==> config.mk <==
export PLATFORM = sky130hd
export DESIGN_NAME = alu_cmd_issuer_flat
export DESIGN_NICKNAME = d
export VERILOG_FILES = /design/src/rtl/alu_cmd_issuer_if.sv /design/src/rtl/alu_cmd_issuer.sv /design/src/flat_wrapper.sv
export SDC_FILE = /design/constraint.sdc
export NUM_CORES = 1
export LEC_CHECK = 0
export ABC_AREA = 1
export BUFFER_PORTS_ARGS = -buffer_cell sky130_fd_sc_hd__buf_2
export CORE_ASPECT_RATIO = 0.7
export CORE_MARGIN = 1
export CORE_UTILIZATION = 50
export CTS_BUF_LIST = sky130_fd_sc_hd__clkbuf_2
export CTS_CLUSTER_DIAMETER = 30
export CTS_CLUSTER_SIZE = 12
export DETAILED_ROUTE_END_ITERATION = 8
export GPL_ROUTABILITY_DRIVEN = 0
export MAX_ROUTING_LAYER = met4
export PLACE_DENSITY = 0.77
export SETUP_SLACK_MARGIN = 0.3
export SYNTH_ARGS = -nofsm -noshare
export SYNTH_HDL_FRONTEND = slang
export SYNTH_SLANG_ARGS = --single-unit
==> constraint.sdc <==
create_clock -name clk -period 5.6 [get_ports clk]
set_input_delay 0.84 -clock clk [delete_from_list [all_inputs] [get_ports clk]]
set_output_delay 0.84 -clock clk [all_outputs]
set_load 0.05 [all_outputs]
==> src/rtl/alu_cmd_issuer_if.sv <==
// Bus bundle between the command issuer, its command source, the ALU and the response sink.
// The issuer is the master; the surrounding environment (source, ALU, sink) is the slave.
interface alu_cmd_issuer_if;
  localparam int unsigned OPW  = 3;
  localparam int unsigned DW   = 4;
  localparam int unsigned RW   = 8;
  localparam int unsigned CNTW = 8;

  logic            cmd_valid;
  logic            cmd_ready;
  logic [OPW-1:0]  cmd_opcode;
  logic [DW-1:0]   cmd_a;
  logic [DW-1:0]   cmd_b;
  logic [DW-1:0]   alu_a;
  logic [DW-1:0]   alu_b;
  logic [OPW-1:0]  alu_opcode;
  logic [RW-1:0]   alu_result;
  logic            rsp_valid;
  logic            rsp_ready;
  logic [RW-1:0]   rsp_data;
  logic [OPW-1:0]  rsp_opcode;
  logic            rsp_mismatch;
  logic            err_sticky;
  logic [CNTW-1:0] cmd_count;

  modport master (
    input  cmd_valid, cmd_opcode, cmd_a, cmd_b, alu_result, rsp_ready,
    output cmd_ready, alu_a, alu_b, alu_opcode,
    output rsp_valid, rsp_data, rsp_opcode, rsp_mismatch, err_sticky, cmd_count
  );

  modport slave (
    output cmd_valid, cmd_opcode, cmd_a, cmd_b, alu_result, rsp_ready,
    input  cmd_ready, alu_a, alu_b, alu_opcode,
    input  rsp_valid, rsp_data, rsp_opcode, rsp_mismatch, err_sticky, cmd_count
  );
endinterface

==> src/rtl/alu_cmd_issuer.sv <==
// Sequential initiator for the 8-bit combinational ALU: registers a command onto the ALU,
// captures the result one cycle later, checks it against a golden model and returns it.
module alu_cmd_issuer (
  input  logic              clk,
  input  logic              rst_n,
  alu_cmd_issuer_if.master  bus
);
  localparam int unsigned OPW  = 3;
  localparam int unsigned DW   = 4;
  localparam int unsigned RW   = 8;
  localparam int unsigned CNTW = 8;

  localparam logic [OPW-1:0] OP_ADD  = 3'd0;
  localparam logic [OPW-1:0] OP_SUB  = 3'd1;
  localparam logic [OPW-1:0] OP_MUL  = 3'd2;
  localparam logic [OPW-1:0] OP_AND  = 3'd3;
  localparam logic [OPW-1:0] OP_OR   = 3'd4;
  localparam logic [OPW-1:0] OP_NOT  = 3'd5;
  localparam logic [OPW-1:0] OP_XOR  = 3'd6;
  localparam logic [OPW-1:0] OP_XNOR = 3'd7;

  typedef enum logic [1:0] {
    S_IDLE  = 2'd0,
    S_DRIVE = 2'd1,
    S_RESP  = 2'd2
  } state_t;

  state_t          r_state;
  state_t          w_state_nxt;
  logic            w_load;
  logic            w_capture;
  logic            w_retire;
  logic            w_cmd_ready_c;
  logic            w_accept;
  logic            w_mismatch;
  logic [RW-1:0]   w_golden;

  logic [DW-1:0]   r_alu_a;
  logic [DW-1:0]   r_alu_b;
  logic [OPW-1:0]  r_alu_opcode;
  logic [DW-1:0]   r_gold_a;
  logic [DW-1:0]   r_gold_b;
  logic [OPW-1:0]  r_gold_opcode;
  logic            r_rsp_valid;
  logic [RW-1:0]   r_rsp_data;
  logic [OPW-1:0]  r_rsp_opcode;
  logic            r_rsp_mismatch;
  logic            r_err_sticky;
  logic [CNTW-1:0] r_cmd_count;

  // Operands are zero-extended to result width; arithmetic wraps modulo 2^RW.
  function automatic logic [RW-1:0] f_golden(input logic [OPW-1:0] op,
                                             input logic [DW-1:0]  a,
                                             input logic [DW-1:0]  b);
    logic [RW-1:0] wa;
    logic [RW-1:0] wb;
    wa = RW'(a);
    wb = RW'(b);
    f_golden = '0;
    case (op)
      OP_ADD:  f_golden = wa + wb;
      OP_SUB:  f_golden = wa - wb;
      OP_MUL:  f_golden = wa * wb;
      OP_AND:  f_golden = wa & wb;
      OP_OR:   f_golden = wa | wb;
      OP_NOT:  f_golden = ~wa;
      OP_XOR:  f_golden = wa ^ wb;
      OP_XNOR: f_golden = ~(wa ^ wb);
      default: f_golden = '0;
    endcase
  endfunction

  // Ready is held low throughout reset so nothing is accepted while the state is forced.
  assign w_cmd_ready_c = rst_n & ((r_state == S_IDLE) | ((r_state == S_RESP) & bus.rsp_ready));
  assign w_accept      = bus.cmd_valid & w_cmd_ready_c;
  assign w_golden      = f_golden(r_gold_opcode, r_gold_a, r_gold_b);
  assign w_mismatch    = (bus.alu_result != w_golden);

  always_ff @(posedge clk or negedge rst_n) begin
    if (!rst_n) r_state <= S_IDLE;
    else        r_state <= w_state_nxt;
  end

  always_comb begin
    w_state_nxt = r_state;
    w_load      = 1'b0;
    w_capture   = 1'b0;
    w_retire    = 1'b0;
    case (r_state)
      S_IDLE: begin
        if (w_accept) begin
          w_load      = 1'b1;
          w_state_nxt = S_DRIVE;
        end
      end
      S_DRIVE: begin
        w_capture   = 1'b1;
        w_state_nxt = S_RESP;
      end
      S_RESP: begin
        if (bus.rsp_ready) begin
          w_retire = 1'b1;
          if (w_accept) begin
            w_load      = 1'b1;
            w_state_nxt = S_DRIVE;
          end else begin
            w_state_nxt = S_IDLE;
          end
        end
      end
      default: w_state_nxt = S_IDLE;
    endcase
  end

  // Datapath: ALU operand registers, golden copies, response capture and counters.
  always_ff @(posedge clk or negedge rst_n) begin
    if (!rst_n) begin
      r_alu_a        <= '0;
      r_alu_b        <= '0;
      r_alu_opcode   <= '0;
      r_gold_a       <= '0;
      r_gold_b       <= '0;
      r_gold_opcode  <= '0;
      r_rsp_valid    <= 1'b0;
      r_rsp_data     <= '0;
      r_rsp_opcode   <= '0;
      r_rsp_mismatch <= 1'b0;
      r_err_sticky   <= 1'b0;
      r_cmd_count    <= '0;
    end else begin
      if (w_load) begin
        r_alu_a       <= bus.cmd_a;
        r_alu_b       <= bus.cmd_b;
        r_alu_opcode  <= bus.cmd_opcode;
        r_gold_a      <= bus.cmd_a;
        r_gold_b      <= bus.cmd_b;
        r_gold_opcode <= bus.cmd_opcode;
        r_cmd_count   <= r_cmd_count + CNTW'(1);
      end
      if (w_capture) begin
        r_rsp_valid    <= 1'b1;
        r_rsp_data     <= bus.alu_result;
        r_rsp_opcode   <= r_alu_opcode;
        r_rsp_mismatch <= w_mismatch;
        if (w_mismatch) r_err_sticky <= 1'b1;
      end else if (w_retire) begin
        r_rsp_valid <= 1'b0;
      end
    end
  end

  assign bus.cmd_ready    = w_cmd_ready_c;
  assign bus.alu_a        = r_alu_a;
  assign bus.alu_b        = r_alu_b;
  assign bus.alu_opcode   = r_alu_opcode;
  assign bus.rsp_valid    = r_rsp_valid;
  assign bus.rsp_data     = r_rsp_data;
  assign bus.rsp_opcode   = r_rsp_opcode;
  assign bus.rsp_mismatch = r_rsp_mismatch;
  assign bus.err_sticky   = r_err_sticky;
  assign bus.cmd_count    = r_cmd_count;
endmodule

==> src/flat_wrapper.sv <==
// flat-port wrapper written by rule: the top's interface ports become plain ports
module alu_cmd_issuer_flat 
  (clk, rst_n, bus_cmd_valid, bus_cmd_opcode, bus_cmd_a, bus_cmd_b, bus_alu_result, bus_rsp_ready, bus_cmd_ready, bus_alu_a, bus_alu_b, bus_alu_opcode, bus_rsp_valid, bus_rsp_data, bus_rsp_opcode, bus_rsp_mismatch, bus_err_sticky, bus_cmd_count);
  alu_cmd_issuer_if bus_i ();
  input  logic clk;
  input  logic rst_n;
  input wire logic [$bits(bus_i.cmd_valid)-1:0] bus_cmd_valid;
  input wire logic [$bits(bus_i.cmd_opcode)-1:0] bus_cmd_opcode;
  input wire logic [$bits(bus_i.cmd_a)-1:0] bus_cmd_a;
  input wire logic [$bits(bus_i.cmd_b)-1:0] bus_cmd_b;
  input wire logic [$bits(bus_i.alu_result)-1:0] bus_alu_result;
  input wire logic [$bits(bus_i.rsp_ready)-1:0] bus_rsp_ready;
  output wire logic [$bits(bus_i.cmd_ready)-1:0] bus_cmd_ready;
  output wire logic [$bits(bus_i.alu_a)-1:0] bus_alu_a;
  output wire logic [$bits(bus_i.alu_b)-1:0] bus_alu_b;
  output wire logic [$bits(bus_i.alu_opcode)-1:0] bus_alu_opcode;
  output wire logic [$bits(bus_i.rsp_valid)-1:0] bus_rsp_valid;
  output wire logic [$bits(bus_i.rsp_data)-1:0] bus_rsp_data;
  output wire logic [$bits(bus_i.rsp_opcode)-1:0] bus_rsp_opcode;
  output wire logic [$bits(bus_i.rsp_mismatch)-1:0] bus_rsp_mismatch;
  output wire logic [$bits(bus_i.err_sticky)-1:0] bus_err_sticky;
  output wire logic [$bits(bus_i.cmd_count)-1:0] bus_cmd_count;
  assign bus_i.cmd_valid = bus_cmd_valid;
  assign bus_i.cmd_opcode = bus_cmd_opcode;
  assign bus_i.cmd_a = bus_cmd_a;
  assign bus_i.cmd_b = bus_cmd_b;
  assign bus_i.alu_result = bus_alu_result;
  assign bus_i.rsp_ready = bus_rsp_ready;
  assign bus_cmd_ready = bus_i.cmd_ready;
  assign bus_alu_a = bus_i.alu_a;
  assign bus_alu_b = bus_i.alu_b;
  assign bus_alu_opcode = bus_i.alu_opcode;
  assign bus_rsp_valid = bus_i.rsp_valid;
  assign bus_rsp_data = bus_i.rsp_data;
  assign bus_rsp_opcode = bus_i.rsp_opcode;
  assign bus_rsp_mismatch = bus_i.rsp_mismatch;
  assign bus_err_sticky = bus_i.err_sticky;
  assign bus_cmd_count = bus_i.cmd_count;
  alu_cmd_issuer u_core (.clk(clk), .rst_n(rst_n), .bus(bus_i));
endmodule
# After elaboration in Yosys (flattened, before gate mapping)
# Index checks and enable logic that the tools add are counted.
# totals
ff_bits	35
word_cells	53
# op_classes
addsub	3
n_mul	1
eq_ne	12
n_mux	13
bitwise	9
n_reduce_logical	5
# ops
op	n
$pmux 8 s8	1
$eq 3x3->1 const B	4
$add 8x1->8 const B	1
$mul 4x4->8	1
$mux 1	8
$ne 8x8->1	1
$not 4->8	1
$not 8->8	1
$eq 3x2->1 const B	2
$pmux 2 s3	1
$add 4x4->5	1
$sub 4x4->5	1
$and 4x4->4	1
$mux 2	2
$or 4x4->4	1
$reduce_and 2->1	2
$xor 4x4->4	1
$and 1x1->1	3
$eq 3x1->1 const B	1
$logic_not 3->1	1
$eq 2x1->1 const B	1
$eq 2x2->1 const B	1
$logic_not 2->1	1
$ne 2x1->1 const B	1
4 further kinds	4

# Longest topological paths before layout
# logic_depth
word_depth	8
mapped_depth	20
depth_no_buf	20

# Worst setup path before layout
# OpenSTA, ideal clock, no wires.
# synth_path
path_kind	reg2reg
from	reg u_core.r_gold_a[1]
to	reg u_core.r_err_sticky (netlist: u_core.bus.err_sticky)
arrival_ps	3225
stages_incl_launch_ff	16
setup_slack_ps	2257
required_time_ps	5482
path_cell_list	dfrtp_1 -> nand2_1 -> fa_1 -> fa_1 -> inv_1 -> fa_1 -> nor2_1 -> nor2_1 -> a21oi_1 -> nand3_1 -> xor2_1 -> nand2_1 -> nor2_1 -> nand2_1 -> nand2_1 -> nand2_1
# synth_between
elab_chain_cells	5
word_cells_on_any_way	11
# synth_lines
item	line	rtl
start, declared	alu_cmd_issuer.sv:41	logic [DW-1:0] r_gold_a;
start signal, assigned	alu_cmd_issuer.sv:135	r_gold_a <= bus.cmd_a;
parallel branches: the longest is 2 deep, another holds $mul 4x4->8	-	
$pmux 8 s8 *	alu_cmd_issuer.sv:60	case (op)
$ne 8x8->1 *	alu_cmd_issuer.sv:77	assign w_mismatch = (bus.alu_result != w_golden);
$reduce_and 2->1 (no line) *	-	
end signal, assigned	alu_cmd_issuer.sv:128	r_err_sticky <= 1'b0;
end signal, assigned	alu_cmd_issuer.sv:145	if (w_mismatch) r_err_sticky <= 1'b1;
end, declared	alu_cmd_issuer.sv:48	logic r_err_sticky;
# Every way passes the cells marked *.
# A chain may end at the register's enable or synchronous reset.

# Worst setup path after layout
# layout_path
from	reg u_core.r_gold_a[1]
to	reg u_core.r_rsp_mismatch (netlist: u_core.bus.rsp_mismatch)
# layout_between
elab_chain_cells	4
word_cells_on_any_way	10
# layout_lines
item	line	rtl
parallel branches: the longest is 2 deep, another holds $mul 4x4->8	-	
$pmux 8 s8 *	alu_cmd_issuer.sv:60	
$ne 8x8->1 *	alu_cmd_issuer.sv:77	
end signal, assigned	alu_cmd_issuer.sv:144	r_rsp_mismatch <= w_mismatch;
end, declared	alu_cmd_issuer.sv:47	logic r_rsp_mismatch;
# Marks and branches as above.

==> qor.txt <==
outcome: complete, no violations
crit start category: flop
R2R Setup Slk: 2.31 ns
CP Max Fanout: 9
async set-reset flop share out of synthesis: 100%
initial DRC count: 228
PostCTS Resize Cnt: 0
Initial Util: 53.2%
nets: 465
skew final: 0.00428 ns
H-tree levels: 2
Clock Latency Late Sink: 0.36 ns
vias in the first global route: 2181
largest net degree at the start of global routing: 37
vias per cell: 4.96
top_reg_cell synth: dfrtp_1
area leader, netlist: dfrtp_1
Final ANT Viol Nets: 0
GRT Total Usage: 24.2%
Avg Inst Size Synth: 7.37 um^2
Mapped Nets: 409
area growth from synthesis to layout: 14.8%
RSZ-0062 raised after global routing: no
setup TNS: 0 ns
number of flops mapped to enable cells by yosys: 0
share of cells above drive strength 1: 17.0%
max cap viols: 0
Hold WS: 0.494 ns
Required @ worst endpoint: 5.88 ns
Tightest Hold Check Type: reg2reg
Root Driver: clkbuf_2
post-synthesis sequential element count: 35
Lkg Pwr: 1.77 nW
Setup crit end: u_core.bus.rsp_mismatch
TritonCTS Buffers: 5
final setup violation count: 0
Critical R2R Launch: u_core.r_gold_a[1]
slew margin rel.: 48.9%
Ys Warns: 0
clk sink count: 35
fill cell count: 472
Yosys cell types: 25
Crit path arrival time: 3.57 ns
GRT overflow: 0
area fraction of the dominant cell type after synthesis: 33.5%
DR WL/cell: 12.4 um
Crit. Startpoint: u_core.r_gold_a[1]
CTS tree: yes
Clock Pin Slew Worst Setup and Hold Paths: 0.17 ns
pwr dens: 417 nW/um^2
Tmin final: 3.29 ns
area of the mapped netlist: 2620 um^2
PortBufs: 56
Fmax: 304 MHz
hpwl dp: 4790 um
num rows: 21
core area: 4910 um^2
most frequent cells after synthesis: 106 x nand2_1, 54 x inv_1, 35 x dfrtp_1, 35 x nand3_1, 27 x o21ai_0
IO Pins: 57
fin. max-slew vios: 0
most common cell in the synthesized netlist: nand2_1
Die Area: 5530 um^2
capturing point of the worst reg2reg path: u_core.bus.rsp_mismatch
DRC viols: 0
final cycle utilization of the critical path: 58.7%
Setup Buffers After CTS: 0
initial antenna violation count: 0
top post-synthesis cells by area: dfrtp_1 33%, nand2_1 15%, ha_1 12%
global-route wire length before repair: 10000 um
post-synthesis cell count: 355
sequential area share after synthesis: 33.5%
Die Y: 62.5 um
Hold-fix buffers, CTS: 0
Worst Tran Pin Value: 0.766 ns
die width: 88.4 um
R2R depth: 17
first-pass detailed-route iteration total: 5
via count: 2386
CP Capture Type: flop
CTS max path bufs: 2
WL final: 5960 um
worst vdd ir: 0.206 mV
Hold Violations, Final: 0
antenna cell count: 0
critical path class: reg2reg
==> per-stage QoR <==
step	worst slack (ns)	cells	total power, mW	util (%)	instance area, um^2
2_1_floorplan	2.26	355	0.929	-	2620
3_3_place_gp	2.43	473	1.08	59.8	2940
3_5_place_dp	2.34	473	1.10	59.8	2940
4_1_cts	2.33	481	1.26	61.1	3000
5_1_grt	2.06	481	1.36	61.1	3000
6_report	2.31	481	1.25	61.1	3000
==> worst min path at each step <==
stage                                        from                      end  slack, ns  cells past startpoint
after CTS                 u_core.bus.cmd_count[7]  u_core.bus.cmd_count[7]       0.50                      1
after floorplan                             rst_n      u_core.bus.alu_b[0]       0.54                      0
after global placement    u_core.bus.cmd_count[7]  u_core.bus.cmd_count[7]       0.46                      1
final                       u_core.bus.err_sticky    u_core.bus.err_sticky       0.49                      2
after detailed placement    u_core.bus.err_sticky    u_core.bus.err_sticky       0.46                      2
after global routing                        rst_n   u_core.bus.rsp_data[0]       0.52                      1
==> worst max-delay path, stage by stage (launching register included) <==
cell,delay (ns)
dfrtp_1,0.58
nand2_1,0.13
fa_1,0.50
fa_1,0.55
inv_1,0.07
fa_1,0.47
nand3_1,0.14
nand2_1,0.06
nand2_1,0.07
nand3_1,0.11
nand3_1,0.10
nand2_1,0.05
inv_1,0.04
nand3_1,0.07
nor2_1,0.10
nand2_1,0.06
nand2_1,0.07
nand2_1,0.05
==> flip-flops by register name, indices dropped and copies added (netlist names) <==
| name | cells |
|---|---|
| u_core.r_state | 2 |
| u_core.bus.alu_opcode | 3 |
| u_core.bus.rsp_opcode | 3 |
| u_core.bus.rsp_data | 8 |
| u_core.bus.err_sticky | 1 |
| u_core.bus.alu_b | 4 |
| u_core.bus.rsp_mismatch | 1 |
| u_core.r_gold_a | 4 |
| u_core.bus.rsp_valid | 1 |
| u_core.bus.cmd_count | 8 |
==> final cells by class <==
cell class	instances	area, um^2	area share, %
clock buffer	5	25.0	0.834
clock inverter	3	38.8	1.29
inverter	56	210	7.00
multi-input combinational	257	1490	49.5
sequential	35	876	29.2
tap	69	86.3	2.88
timing repair buffer	56	280	9.34
==> placed cells by master (no fill, tap or decap), types with 5 or more instances in the layout <==
cell,Yosys,layout
nand2_1,106,106
buf_2,2,56
inv_1,54,54
nand3_1,35,35
dfrtp_1,35,35
o21ai_0,27,27
ha_1,25,25
nor2_1,22,22
a21oi_1,10,10
xor2_1,6,6
fa_1,6,6
nand4_1,5,5
clkbuf_2,0,5
==> cell families (layout without fill, tap and decap cells) <==
logic type	Yosys count	count (layout)	share of synthesized area (%)
buffers and inverters	63	120	9.71
AND/OR/NAND/NOR	178	178	29.2
adder cells (fa/ha/maj)	31	31	16.6
flip-flops	35	35	33.5
AO/OA/AOI/OAI	39	39	7.99
XOR/XNOR	9	9	3.01
==> routing by layer <==
metal	vias to the layer above	track usage [%]	routed length, um
li1	1227	-	-
met1	1063	34.9	2960
met2	94	35.4	2560
met3	2	5.15	412
met4	0	4.23	29
met5	-	-	0
==> power by group <==
group	switching (mW)	internal, mW
logic	0.502	0.204
clock network	0.0806	0.0735
registers	0.0794	0.313
total	0.662	0.590
Note: power is estimated with default switching activity, not from simulation.
